**src/rtl/alu_core.sv**
```systemverilog
// ============================================================================
// alu_core: registered WIDTH-bit ALU (add/sub with carry, logic ops, shift-left).
// Optional macro ALU_FLAGS_EN adds registered zero/neg/ovf flags. Rev 1.0
// ============================================================================
`default_nettype none

module alu_core #(
  parameter int WIDTH = 32
) (
  input  logic             clk,
  input  logic             rst,
  input  logic [WIDTH-1:0] a,
  input  logic [WIDTH-1:0] w,
  input  logic             cin,
  input  logic [2:0]       s,
  output logic [WIDTH-1:0] d,
  output logic             cout
`ifdef ALU_FLAGS_EN
  ,
  output logic             zero,
  output logic             neg,
  output logic             ovf
`endif
);

  localparam logic [2:0] C_OP_ADD = 3'b000;
  localparam logic [2:0] C_OP_ADC = 3'b001;
  localparam logic [2:0] C_OP_SUB = 3'b010;
  localparam logic [2:0] C_OP_SBB = 3'b011;
  localparam logic [2:0] C_OP_AND = 3'b100;
  localparam logic [2:0] C_OP_OR  = 3'b101;
  localparam logic [2:0] C_OP_XOR = 3'b110;
  localparam logic [2:0] C_OP_SHL = 3'b111;

  logic [WIDTH-1:0] w_b;
  logic             w_ci;
  logic [WIDTH:0]   w_sum;
  logic [WIDTH-1:0] w_r;
  logic             w_c;
  logic             w_ovf;

  // One shared adder: subtract forms feed ~w, carry-in chosen per opcode.
  always_comb begin
    w_b  = w;
    w_ci = 1'b0;
    case (s)
      C_OP_ADD: begin w_b = w;  w_ci = 1'b0; end
      C_OP_ADC: begin w_b = w;  w_ci = cin;  end
      C_OP_SUB: begin w_b = ~w; w_ci = 1'b1; end
      C_OP_SBB: begin w_b = ~w; w_ci = cin;  end
      default:  begin w_b = w;  w_ci = 1'b0; end
    endcase
    w_sum = {1'b0, a} + {1'b0, w_b} + {{WIDTH{1'b0}}, w_ci};
  end

  // Unknown select falls to default so X/Z never leaks into the result.
  always_comb begin
    w_r   = '0;
    w_c   = 1'b0;
    w_ovf = 1'b0;
    case (s)
      C_OP_ADD, C_OP_ADC, C_OP_SUB, C_OP_SBB: begin
        w_r   = w_sum[WIDTH-1:0];
        w_c   = w_sum[WIDTH];
        w_ovf = (a[WIDTH-1] == w_b[WIDTH-1]) && (w_sum[WIDTH-1] != a[WIDTH-1]);
      end
      C_OP_AND: w_r = a & w;
      C_OP_OR:  w_r = a | w;
      C_OP_XOR: w_r = a ^ w;
      C_OP_SHL: begin
        w_r = {a[WIDTH-2:0], cin};
        w_c = a[WIDTH-1];
      end
      default: begin
        w_r   = '0;
        w_c   = 1'b0;
        w_ovf = 1'b0;
      end
    endcase
  end

  always_ff @(posedge clk or posedge rst) begin
    if (rst) begin
      d    <= '0;
      cout <= 1'b0;
    end else begin
      d    <= w_r;
      cout <= w_c;
    end
  end

`ifdef ALU_FLAGS_EN
  always_ff @(posedge clk or posedge rst) begin
    if (rst) begin
      zero <= 1'b0;
      neg  <= 1'b0;
      ovf  <= 1'b0;
    end else begin
      zero <= (w_r == '0);
      neg  <= w_r[WIDTH-1];
      ovf  <= w_ovf;
    end
  end
`else
  logic w_unused_ovf;
  assign w_unused_ovf = w_ovf;
`endif

endmodule

`default_nettype wire

```
**config.mk**
```make
export PLATFORM = sky130hd
export DESIGN_NAME = alu_core
export DESIGN_NICKNAME = d
export VERILOG_FILES = /design/src/rtl/alu_core.sv
export SDC_FILE = /design/constraint.sdc
export NUM_CORES = 1
export LEC_CHECK = 0
export ABC_CLOCK_PERIOD_IN_PS = 1000
export CORE_AREA = 2 2 141 143
export DETAILED_ROUTE_END_ITERATION = 16
export DIE_AREA = 0 0 143 145
export PLACE_DENSITY = 0.44
export SLEW_MARGIN = 10
export SYNTH_ARGS = -nofsm -noshare
export SYNTH_HDL_FRONTEND = slang
export SYNTH_SLANG_ARGS = --single-unit
export TNS_END_PERCENT = 20
```
**constraint.sdc**
```tcl
create_clock -name clk -period 1 [get_ports clk]
set_input_delay 0.1 -clock clk [delete_from_list [all_inputs] [get_ports clk]]
set_output_delay 0.1 -clock clk [all_outputs]
set_load 0.05 [all_outputs]
```
==> reports/metrics.cfg <==
[setup_path]
start_kind=primary input
crit_fanout=4
required_ns=1.19
crit_arrival_ns=2.61
critPathKind=primary input to flip-flop
worstSetupEndpointType=flip-flop

[outcome]
violations=negative setup slack
outcome=complete, but fails checks

[pwr]
seq_power_share_pct=18.1
power_density_nw_per_um2=1210
swShare_pct=40.9
internal_power_mw=6.11
clkPwrFrac_pct=16.6
total_leakage_power_nw=4.17
pwr-share-comb_pct=65.3
power_switching_mw=4.22
peakVddDrop_mv=0.642

[synth]
yosys-top-cells-area=ha_1 23%, dfrtp_1 16%, mux4_2 12%
synth.distinct_cells=61
synth_top_area_cell=ha_1
synth-seq-cells=33
synthesis.nets=768
netlist.area_leader.share_pct=22.6
ys_seq_area_share_pct=15.7
syn_avg_cell_area_um2=8.76
synth_edf_count=0
synth_cells=601
netlist_area_um2=5260
ys.flop_type=dfrtp_1
synthArstFlopShare_pct=100
yosysWarnings=0

[timing]
rsz0062_at_grt=yes
worstMarginPinSlew_ns=0.607
setup_ws_ns=-1.41
finalHoldViolCount=0
finalCriticalPeriod_ns=2.41
maxSlewHeadroom_pct=59.5
finalSetupTns_ns=-35.45
fmax_mhz=414
setup_viol=33
finalMaxSlewViolations=0
hold_ws_ns=0.168
period_share_pct=241

[route]
vias=5170
firstDrtPassIters=4
drt_wl_total_um=17400
wire_per_inst_um=15.6
drt-initial-drc-count=200
vias_per_cell=4.64
ant_nets=0
drc=0

[floorplanning]
core_area_um2=19200
die_h_um=145
die-area_um2=20700
io_pins=103
row_count=51
start_util_pct=27.4
die_x_um=143

[clock_network]
htreeDepth=2
cts_tree=yes
cts_inserted_buffers=5
path_clk_slew_ns=0.06
numClockSinks=33
cts_root_buf=clkbuf_16
clock_path_buffers=2

[global_route]
grt.total_usage_pct=17.2
grt_max_degree=41
grt_pass1_wl_um=28400
grt-ovfl-total=0
grt_pass1_vias=5569
antenna_found_initial=0

[placed_design]
port_buffers=102
place_congestion=0.895
hpwl_um=14000
pre_cts_ws_ns=-2.42

[run]
cap_violations=0

[finish]
nets=1016
diodes=0
area_growth_pct=62.1
drive_above_1_share_pct=35.4
final_util_pct=44.4

[worst_hold_path]
min_path_type=primary input to asynchronous set/reset pin

metrics by stage:
stage / instances / area [µm²] / power (mW)
2_1_floorplan: 601 / 5370 / 5.10
3_3_place_gp: 1091 / 7980 / 8.20
3_5_place_dp: 1091 / 7980 / 8.24
4_1_cts: 1106 / 8370 / 10.3
5_1_grt: 1115 / 8530 / 11.0
6_report: 1115 / 8530 / 10.3
state kept, by name, summed over array words and instances, names as in the netlist:
register / cells
d: 32
cout: 1
cell type report:
class	instances	area, µm²
multi-input cells	442	4220
repair buffers	265	2610
inverters	102	388
well taps	265	332
clock inverters	1	5.00
clock buffers	7	153
flip-flops and latches	33	827
fillers	1895	10700
layer usage:
layer  track usage, %  vias up  share of wire (%)
met5                0        -                  0
met4             3.61        0                1.1
met3             1.78       11                2.4
met2             30.1       74                 51
met1             22.7     2496                 46
li1                 -     2589                  -
synth_stat cells (11+ instances only):
cell,count
dfrtp_1,33
xnor2_1,43
ha_1,95
o21ai_0,19
inv_1,102
clkbuf_1,11
nand2_1,30
nor2_1,39
xor2_1,12
a21o_1,24
mux4_2,29
a21oi_1,51
worst max-delay path, stage by stage:
cell	delay, ns
buf_8	0.11
inv_6	0.06
nand2_8	0.06
xnor2_4	0.14
fa_2	0.35
fa_2	0.36
a211oi_2	0.23
o211ai_2	0.16
a211oi_2	0.33
o31a_4	0.21
o31ai_4	0.07
o2111a_1	0.25
a221oi_2	0.18
kinds of logic (layout without fill, tap and decap cells):
family                     after synthesis  count (layout)  share of synthesized area [%]
buffers and inverters                  126             375                           9.63
muxes                                   33              33                           13.2
xor gates and xnor gates                55              55                           9.15
adders and majority gates               97              97                           23.3
and+or+nand+nor                        104             104                           9.03
DFF                                     33              33                           15.7
AOI/OAI and AO/OA                      153             153                           19.9
power by group through the flow:
stage | Combinational (mW) | Sequential, mW | Clock, mW
finish | 6.74 | 1.87 | 1.72
global placement | 6.30 | 1.91 | 0
CTS | 6.62 | 1.88 | 1.79
detailed placement | 6.34 | 1.90 | 0
floorplan | 2.44 | 2.66 | 0
global route | 7.25 | 1.90 | 1.83
cells in the final DEF (no fill, tap or decap), types with 24 or more instances in the layout:
cell / instances
nand2_1: 28
buf_12: 36
xnor2_1: 37
a21o_1: 24
inv_1: 101
a21oi_1: 44
nor2_1: 36
ha_1: 94
dfrtp_1: 32
mux4_2: 29
clkdlybuf4s50_1: 48
buf_4: 157
worst max-delay path by stage:
stage,end,cells past startpoint,from
floorplan,d[30],14,s[1]
global placement,d[28],14,s[2]
detailed placement,cout,14,s[2]
CTS,d[16],13,s[0]
global route,d[30],12,s[0]
finish,d[30],13,s[2]
what timing repair did:
action | in CTS | in global routing
cloned | 0 | 0
pin swaps | 41 | 28
resized for setup | 86 | 17
hold buffers | 0 | 0
endpoints found under the setup margin | 35 | 37
setup buffers | 8 | 9
No activity file was read; power rests on OpenSTA's default activity.
